<file path="src/rtl/write_master_pkg.sv">
// write_master_pkg
//   Shared definitions for the burst write master:
//   - wm_state_t : transfer sequencer states
//   - be_mask()  : byte-enable mask for a partial final word
package write_master_pkg;

  typedef enum logic [2:0] {
    IDLE,
    CALC,
    WAIT_DATA,
    BURST,
    DONE
  } wm_state_t;

  // Widest byte-enable the mask helper can produce (DATA_W up to 1024).
  localparam int BE_MAX_W = 128;

  // Returns the low rem_bytes bits set. A remainder of zero means the final
  // word is full, so every byte lane is enabled.
  function automatic logic [BE_MAX_W-1:0] be_mask(input int unsigned rem_bytes);
    logic [BE_MAX_W-1:0] m;
    m = '0;
    if (rem_bytes == 0) begin
      m = '1;
    end else begin
      for (int i = 0; i < BE_MAX_W; i++) begin
        if (i < int'(rem_bytes)) m[i] = 1'b1;
      end
    end
    return m;
  endfunction

endpackage

</file>
<file path="src/rtl/wm_burst_sizer.sv">
// wm_burst_sizer
//   Combinational helper for the burst write master.
//   Ports:
//     words_rem   : words still to be written in the transfer
//     burst_cur   : beat count of the burst currently being issued
//     beat_idx    : index of the current beat within that burst
//     len_tail    : transfer length modulo the bytes per word
//     burst_next  : size of the next burst, min(MAX_BURST, words_rem)
//     byteenable  : byte lanes for the current beat
module wm_burst_sizer
  import write_master_pkg::*;
#(
  parameter int DATA_W    = 32,
  parameter int MAX_BURST = 8
) (
  input  logic [31:0]                  words_rem,
  input  logic [$clog2(MAX_BURST):0]   burst_cur,
  input  logic [$clog2(MAX_BURST):0]   beat_idx,
  input  logic [$clog2(DATA_W/8)-1:0]  len_tail,
  output logic [$clog2(MAX_BURST):0]   burst_next,
  output logic [DATA_W/8-1:0]          byteenable
);

  localparam int BYTES = DATA_W / 8;
  localparam int BC_W  = $clog2(MAX_BURST) + 1;

  logic final_beat;

  always_comb begin
    if (words_rem >= 32'(MAX_BURST)) begin
      burst_next = BC_W'(MAX_BURST);
    end else begin
      // Below MAX_BURST the remaining count fits in the burstcount width.
      burst_next = words_rem[BC_W-1:0];
    end
  end

  // The final beat of the whole transfer is the last beat of the burst that
  // consumes every remaining word.
  assign final_beat = (words_rem == 32'(burst_cur)) &&
                      (beat_idx == burst_cur - 1'b1);

  assign byteenable = final_beat ? BYTES'(be_mask(32'(len_tail))) : '1;

endmodule

</file>
<file path="src/rtl/write_master_burst.sv">
// write_master_burst
//   Streams a byte-length transfer from an external show-ahead FIFO onto an
//   Avalon-MM style bursting write interface. The transfer is split into
//   bursts of at most MAX_BURST beats; each burst starts only when the FIFO
//   already holds the whole burst, so beats normally never wait on data.
//   Ports:
//     iClk, iReset          : clock, asynchronous active-high reset
//     iStart/iLength/iStartAddress : transfer request (bytes, byte address)
//     iFF_empty/iFF_level/iFF_q    : FIFO status and head word
//     oFF_readrequest       : FIFO pop, one per accepted beat
//     oWM_*                 : write master bus (write, address, data,
//                             byteenable, burstcount, waitrequest)
//     oWM_busy              : transfer in progress
//     oWM_done              : one-cycle completion pulse
module write_master_burst
  import write_master_pkg::*;
#(
  parameter int DATA_W    = 32,
  parameter int ADDR_W    = 32,
  parameter int MAX_BURST = 8,
  parameter int LVL_W     = 8
) (
  input  logic                        iClk,
  input  logic                        iReset,
  input  logic                        iStart,
  input  logic [31:0]                 iLength,
  input  logic [ADDR_W-1:0]           iStartAddress,
  input  logic                        iFF_empty,
  input  logic [LVL_W-1:0]            iFF_level,
  input  logic [DATA_W-1:0]           iFF_q,
  output logic                        oFF_readrequest,
  output logic                        oWM_write,
  output logic [ADDR_W-1:0]           oWM_address,
  output logic [DATA_W-1:0]           oWM_writedata,
  output logic [DATA_W/8-1:0]         oWM_byteenable,
  output logic [$clog2(MAX_BURST):0]  oWM_burstcount,
  input  logic                        iWM_waitrequest,
  output logic                        oWM_busy,
  output logic                        oWM_done
);

  localparam int BYTES = DATA_W / 8;
  localparam int LOG2B = $clog2(BYTES);
  localparam int BC_W  = $clog2(MAX_BURST) + 1;
  localparam logic [ADDR_W-1:0] ALIGN_MASK = ~ADDR_W'(BYTES - 1);

  wm_state_t         state;
  logic              write_r;
  logic              done_r;
  logic [ADDR_W-1:0] addr_r;
  logic [31:0]       words_rem;
  logic [BC_W-1:0]   burst_r;
  logic [BC_W-1:0]   beat_idx;
  logic [LOG2B-1:0]  len_tail;
  logic [BC_W-1:0]   burst_next;
  logic [BYTES-1:0]  be_beat;
  logic              beat;
  logic [31:0]       start_words;

  wm_burst_sizer #(
    .DATA_W    (DATA_W),
    .MAX_BURST (MAX_BURST)
  ) u_sizer (
    .words_rem  (words_rem),
    .burst_cur  (burst_r),
    .beat_idx   (beat_idx),
    .len_tail   (len_tail),
    .burst_next (burst_next),
    .byteenable (be_beat)
  );

  // ceil(iLength / BYTES) without a divider.
  assign start_words = (iLength >> LOG2B) + 32'(|iLength[LOG2B-1:0]);

  // A beat is accepted only when the slave is ready and the FIFO really has
  // the word; an empty FIFO stalls the beat instead of popping nothing.
  assign beat            = write_r & ~iWM_waitrequest & ~iFF_empty;
  assign oFF_readrequest = beat;
  assign oWM_write       = write_r & ~iFF_empty;
  assign oWM_writedata   = write_r ? iFF_q : '0;
  assign oWM_byteenable  = write_r ? be_beat : '0;
  assign oWM_address     = addr_r;
  assign oWM_burstcount  = burst_r;
  assign oWM_busy        = (state != IDLE);
  assign oWM_done        = done_r;

  always_ff @(posedge iClk or posedge iReset) begin
    if (iReset) begin
      state     <= IDLE;
      write_r   <= 1'b0;
      done_r    <= 1'b0;
      addr_r    <= '0;
      words_rem <= '0;
      burst_r   <= '0;
      beat_idx  <= '0;
      len_tail  <= '0;
    end else begin
      case (state)
        IDLE: begin
          if (iStart) begin
            addr_r    <= iStartAddress & ALIGN_MASK;
            words_rem <= start_words;
            len_tail  <= iLength[LOG2B-1:0];
            state     <= CALC;
          end
        end

        CALC: begin
          if (words_rem == 32'd0) begin
            done_r <= 1'b1;
            state  <= DONE;
          end else begin
            burst_r  <= burst_next;
            beat_idx <= '0;
            state    <= WAIT_DATA;
          end
        end

        WAIT_DATA: begin
          if (32'(iFF_level) >= 32'(burst_r)) begin
            write_r <= 1'b1;
            state   <= BURST;
          end
        end

        BURST: begin
          if (beat) begin
            if (beat_idx == burst_r - 1'b1) begin
              // Burst complete: move the base past it and size the next one.
              write_r   <= 1'b0;
              addr_r    <= addr_r + (ADDR_W'(burst_r) << LOG2B);
              words_rem <= words_rem - 32'(burst_r);
              state     <= CALC;
            end else begin
              beat_idx <= beat_idx + 1'b1;
            end
          end
        end

        DONE: begin
          done_r <= 1'b0;
          state  <= IDLE;
        end

        default: begin
          write_r <= 1'b0;
          done_r  <= 1'b0;
          state   <= IDLE;
        end
      endcase
    end
  end

endmodule

</file>
<file path="config.mk">
export PLATFORM = sky130hd
export DESIGN_NAME = write_master_burst
export DESIGN_NICKNAME = d
export VERILOG_FILES = /design/src/rtl/write_master_pkg.sv /design/src/rtl/wm_burst_sizer.sv /design/src/rtl/write_master_burst.sv
export SDC_FILE = /design/constraint.sdc
export NUM_CORES = 1
export LEC_CHECK = 0
export CORE_MARGIN = 4
export CORE_UTILIZATION = 43
export DETAILED_ROUTE_END_ITERATION = 10
export GPL_TIMING_DRIVEN = 0
export PLACE_DENSITY = 0.86
export SLEW_MARGIN = 10
export SYNTH_ARGS = -nofsm -noshare
export SYNTH_HDL_FRONTEND = slang
export SYNTH_SLANG_ARGS = --single-unit
</file>
<file path="constraint.sdc">
create_clock -name iClk -period 2.3 [get_ports iClk]
set_input_delay 0.23 -clock iClk [delete_from_list [all_inputs] [get_ports iClk]]
set_output_delay 0.23 -clock iClk [all_outputs]
set_load 0.005 [all_outputs]
</file>
# Word-level counts from Yosys, hierarchy flattened
# Index checks and enable logic that the tools add are counted.
[totals] wordCells=89 output_inout_bits=76 regBits=79 inputBits=109
[op_classes] n_mux=33 n_lt_le_gt_ge=5 n_reduce_logical=17 bitwise=8 n_addsub=5 n_eq_ne=13
[ops] operator="$mux W32" count=7
[ops] operator="$pmux W32 S2" count=2
[ops] operator="$add A32 B6 Y32" count=1
[ops] operator="$eq A32 B4 Y1" count=1
[ops] operator="$ge A32 B4 Y1 const B" count=1
[ops] operator="$logic_not A32 Y1" count=1
[ops] operator="$sub A32 B4 Y32" count=1
[ops] operator="$add A30 B1 Y31" count=1
[ops] operator="$mux W4" count=6
[ops] operator="$mux W3" count=6
[ops] operator="$reduce_and A4 Y1" count=4
[ops] operator="$ne A2 B2 Y1 const B" count=7
[ops] operator="$pmux W3 S4" count=1
[ops] operator="$ge A8 B4 Y1" count=1
[ops] operator="$mux W1" count=8
[ops] operator="$pmux W4 S2" count=1
[ops] operator="$eq A3 B2 Y1 const B" count=2
[ops] operator="$reduce_and A2 Y1" count=3
[ops] operator="$reduce_or A3 Y1" count=2
[ops] operator="$not A1 Y1" count=5
[ops] operator="$add A4 B1 Y4 const B" count=1
[ops] operator="$eq A4 B4 Y1" count=1
[ops] operator="$lt A1 B2 Y1 const A" count=2
[ops] operator="$reduce_bool A2 Y1" count=2
[ops] operator="other kinds (12)" count=14

# Depth between registers and ports, before layout
[logic_depth] depth_word=5 depth_mapped=10 mapped_depth_nobuf=9

# Hierarchy
# From an unflattened synthesis, not the netlist that was laid out.
[unflattened] hier_cells=777 hier_area_um2=6145.9
[by_module_without_submodules] mod="write_master_burst" instances=1 seq_area_each_um2=1926.8 area_each_um2=5845.6 cells_each=733
[by_module_without_submodules] mod="wm_burst_sizer" instances=1 seq_area_each_um2=0.0 area_each_um2=300.3 cells_each=44

# Least setup slack after synthesis
# OpenSTA, ideal clock, no wires.
[synth_timing] kind="register -> register" start="register burst_r[2] (netlist: oWM_burstcount[2])" end="register words_rem[24]" path_slack_ps=-112 period_less_slack_ps=2412 arrival_time_ps=2285 setup_ps=127 path_buffers=0 t_required_ps=2173 stages_incl_launch_ff=9 path_cell_list="dfrtp_1 > inv_1 > ha_1 > nor2b_1 > o21ai_0 > nand3_1 > or3_1 > o22ai_1 > o2bb2a_1"
[synth_between] elab_chain_cells=4 elab_cells_between_ends=8 classes_between="2 x add/sub; 2 x eq/ne; 3 x mux; 1 x reduce/logical"
[synth_rtl] element="from (decl)" line_no="write_master_burst.sv:52" rtl="logic [BC_W-1:0] burst_r;"
[synth_rtl] element="from (signal assigned)" line_no="write_master_burst.sv:113" rtl="burst_r <= burst_next;"
[synth_rtl] element="$sub A32 B4 Y32 / $sub A4 B1 Y4 (equally long branches)" line_no="write_master_burst.sv:132, write_master_burst.sv:128"
[synth_rtl] element="$mux W32 / $eq A4 B4 Y1 (equally long branches)" line_no="write_master_burst.sv:128" rtl="if (beat_idx == burst_r - 1'b1) begin"
[synth_rtl] element="$mux W32 / $ne A2 B2 Y1 (equally long branches)"
[synth_rtl] element="$pmux W32 S2 / $reduce_and A4 Y1 (equally long branches)"
[synth_rtl] element="to (signal assigned)" line_no="write_master_burst.sv:102" rtl="words_rem <= start_words;"
[synth_rtl] element="to (signal assigned)" line_no="write_master_burst.sv:132" rtl="words_rem <= words_rem - 32'(burst_r);"
[synth_rtl] element="to (decl)" line_no="write_master_burst.sv:51" rtl="logic [31:0] words_rem;"
# Several ways; a longest one is shown, not always the timed one. The select of a mux whose other input is x is not followed.
# A chain may end at the register's enable or synchronous reset.

# Final worst setup path
[layout_timing] start="register words_rem[12]" end="output port oWM_byteenable[3]"
[layout_between] elab_chain_cells=4
[layout_rtl] element="$eq A32 B4 Y1" line_no="wm_burst_sizer.sv:40" rtl="assign final_beat = (words_rem == 32'(burst_cur)) &&"
[layout_rtl] element="$logic_and A1 B1 Y1" line_no="wm_burst_sizer.sv:40"
[layout_rtl] element="$mux W4" line_no="wm_burst_sizer.sv:43" rtl="assign byteenable = final_beat ? BYTES'(be_mask(32'(len_tail))) : '1;"
[layout_rtl] element="$mux W4" line_no="write_master_burst.sv:81" rtl="assign oWM_byteenable = write_r ? be_beat : '0;"
[layout_rtl] element="to (decl)" line_no="write_master_burst.sv:35" rtl="output logic [DATA_W/8-1:0] oWM_byteenable,"
# Every way passes these cells.

==> results.yml <==
floorplanning:
  boundaryPins: 185
  die_h_um: 124
  rows: 42
  start_util_pct: 43.9
  core_region_area_mm2: 0.0132
  die_area_mm2: 0.0155
  die-width_um: 124
synthesis:
  synthFlopType: "dfrtp_1"
  synth_edf_count: 0
  synth_seq_cells: 77
  synth_area_mm2: 0.00582
  yosysTopAreaCell: "dfrtp_1"
  synthTopCellsByArea: "dfrtp_1, a21oi_1, nor2_1, nand2_1, ha_1"
  synth_seq_area_share_pct: 33.1
  postSynth.asyncResetShare_pct: 100
  syn_avg_cell_area_um2: 7.99
  ys_top_cells_by_count: "nor2_1, dfrtp_1, a21oi_1, nand2_1, o21ai_0"
  synthCells: 728
  synth.most_common_cell: "nor2_1"
  synth_cell_types: 72
  synth_warnings: 0
  yosys.area.top_type_share_pct: 33.1
final_layout:
  fillers: 1020
  layout-drive-gt1-share_pct: 16.4
  final_util_pct: 66.5
  multi_input_area_mm2: 0.00397
  areaGrowthSynthToFinish_pct: 51.3
  final_nets: 1074
  diodes: 0
  seq_area_mm2: 0.00193
  design_area_mm2: 0.00880
routing:
  wirelength_mm: 23.3
  ant_nets: 0
  dr.pass1.iters: 6
  drc: 0
  drtIter0Drc: 1272
  vias: 7071
  routed_via_density: 6.28
  wl_per_cell_um: 20.7
cts:
  cts_tree: "built"
  cts.path.max_buffers: 2
  cts_hold_buffers: 0
  clockRootBuffer: "clkbuf_16"
  clk_latency_ns: 0.35
  cts_buffers: 9
  clock_sinks: 77
  clkSlewWorstSetupHoldPaths_ns: 0.06
  cts_htree_levels: 3
placed_design:
  place.port_buffers: 180
  postPlaceCellArea_mm2: 0.00789
  place_congestion: 0.939
  place_hpwl_mm: 15.7
  place_ws_ns: -0.898
timing:
  relSlewSlack_pct: 43.0
  fin_ws_ns: -0.311
  whs_ns: 0.237
  setup_viol: 9
  tightest_slew_ns: 0.855
  rsz0062_at_grt: "true"
  final_hold_viol_count: 0
  fin_skew_ns: 0.00499
  fin_crit_sh_pct: 114
  final.min_clock_period_ns: 2.61
  tns_ns: -0.895
  drv_slew: 0
  clock.fmax_mhz: 383
run_status:
  violations: "setup timing"
  outcome: "finished with violations"
worst_setup_path:
  cp.required_ns: 2.07
  crit_type: "reg -> out"
  slowest_delay_ns: 0.47
  crit_path_end_kind: "output port"
  start_kind: "register"
  cp_slowest_cell: "nor3_1"
  critical_path.top_delay_family: "simple AND/OR/NAND/NOR gates"
  cp_max_fo: 6
  cp.arrival_ns: 2.38
  worstPathCellList: "nor3_1 > and4_4 > nand4_1 > buf_6 > o41a_1 > buf_2"
  crit_buf_inv: 2
run:
  maxCapViolCount: 0
power_and_ir_drop:
  ir_worst_vdd_mv: 0.580
  p_leak_nw: 3.53
  power_density_mw_per_mm2: 1100
worst_hold_path:
  min_path_type: "in -> async"
global_route:
  grt_overflow: 0
  grt_pass1_wl_mm: 35.0
  grt_max_degree: 52
  grt_usage_pct: 27.6
  grt_pass1_vias: 6528
  antenna_found_initial: 0
## stage by stage
| stage | power, mW | cells |
|---|---|---|
| floorplan | 5.10 | 729 |
| global placement | 7.14 | 1085 |
| detailed placement | 7.29 | 1086 |
| CTS | 9.05 | 1112 |
| global route | 10.1 | 1126 |
| finish | 9.69 | 1126 |
## cell usage in the layout, fill, tap and decap left out, types with 5 or more instances in the layout
master	netlist	routed
clkdlybuf4s50_1	0	175
nor2_1	79	76
dfrtp_1	77	72
a21oi_1	68	66
nand2_1	61	59
o21ai_0	43	34
and2_1	34	34
buf_4	3	28
inv_1	28	23
xnor2_1	25	23
nor3_1	23	18
nand3_1	21	17
nand4_1	17	17
clkbuf_2	0	12
clkbuf_1	35	12
o22ai_1	12	12
ha_1	18	12
o22a_1	11	11
and3_1	12	11
a31oi_1	10	10
xor2_1	10	9
clkbuf_16	0	9
buf_6	1	8
o21ai_1	2	8
nor4_1	11	8
a211oi_1	8	7
buf_2	1	6
o21a_1	6	6
o31ai_1	8	6
or3_1	8	5
dfrtp_2	0	5
## final timing paths
| path | startpoint | slack [ns] | cells past startpoint | endpoint |
|---|---|---|---|---|
| setup / recovery | words_rem[12]$_DFFE_PP0P_ | -0.31 | 6 | oWM_byteenable[3] |
| hold reg to reg | words_rem[26]$_DFFE_PP0P_ | 0.50 | 1 | words_rem[26]$_DFFE_PP0P_ |
| hold / removal | iReset | 0.24 | 2 | oWM_address[2]$_DFFE_PP0P_ |
| max in group asynchronous | iReset | 1.48 | 3 | words_rem[18]$_DFFE_PP0P_ |
| min in group iClk | iStartAddress[2] | 0.47 | 3 | oWM_address[2]$_DFFE_PP0P_ |
| setup reg to reg | oWM_burstcount[1]$_DFFE_PP0P_ | -0.05 | 10 | words_rem[21]$_DFFE_PP0P_ |
## registers in the layout (all words and copies together), names as in the netlist
| signal | flops |
|---|---|
| words_rem | 32 |
| oWM_address | 30 |
| beat_idx | 4 |
| oWM_burstcount | 4 |
| state | 3 |
| len_tail | 2 |
| oWM_done | 1 |
| write_r | 1 |
## cell type report
class                      count  area share [%]
buffer                        36            2.40
clock buffer                  11            2.76
clock inverter                 5           0.569
inverter                      28            1.25
multi-input combinational    582            45.1
sequential                    77            22.0
tap                          176            2.50
timing repair buffer         211            23.5
## routing by layer
metal  vias up  wire length [um]  part of all wire [%]  track usage [%]
met5         -                11                 0.047                0
li1       3093                 -                     -                -
met2       583             10700                    46             44.5
met4         2              1110                   4.8             11.2
met3       110              2510                    11             3.69
met1      3283              8980                    39             37.6
## timing repair
action / 4_1_cts / 5_1_grt
pin swaps: 15 / 18
setup endpoints to repair: 79 / 83
resized for setup: 82 / 65
setup buffers: 16 / 14
## where the power goes
group | internal (mW) | switching [mW] | total, mW
combinational | 2.55 | 2.97 | 5.51
sequential | 1.93 | 0.781 | 2.71
clock | 0.864 | 0.604 | 1.47
total | 5.34 | 4.35 | 9.69
## cell families after synthesis
logic type | count (synthesis) | synth area share [%]
AOI/OAI and AO/OA | 217 | 24.3
DFF | 77 | 33.1
buffers and inverters | 70 | 4.86
xor gates and xnor gates | 36 | 5.66
and+or+nand+nor | 305 | 27.1
other | 1 | 0.0645
adders and majority gates | 20 | 4.56
muxes | 2 | 0.344
Note: power is estimated with default switching activity, not from simulation.
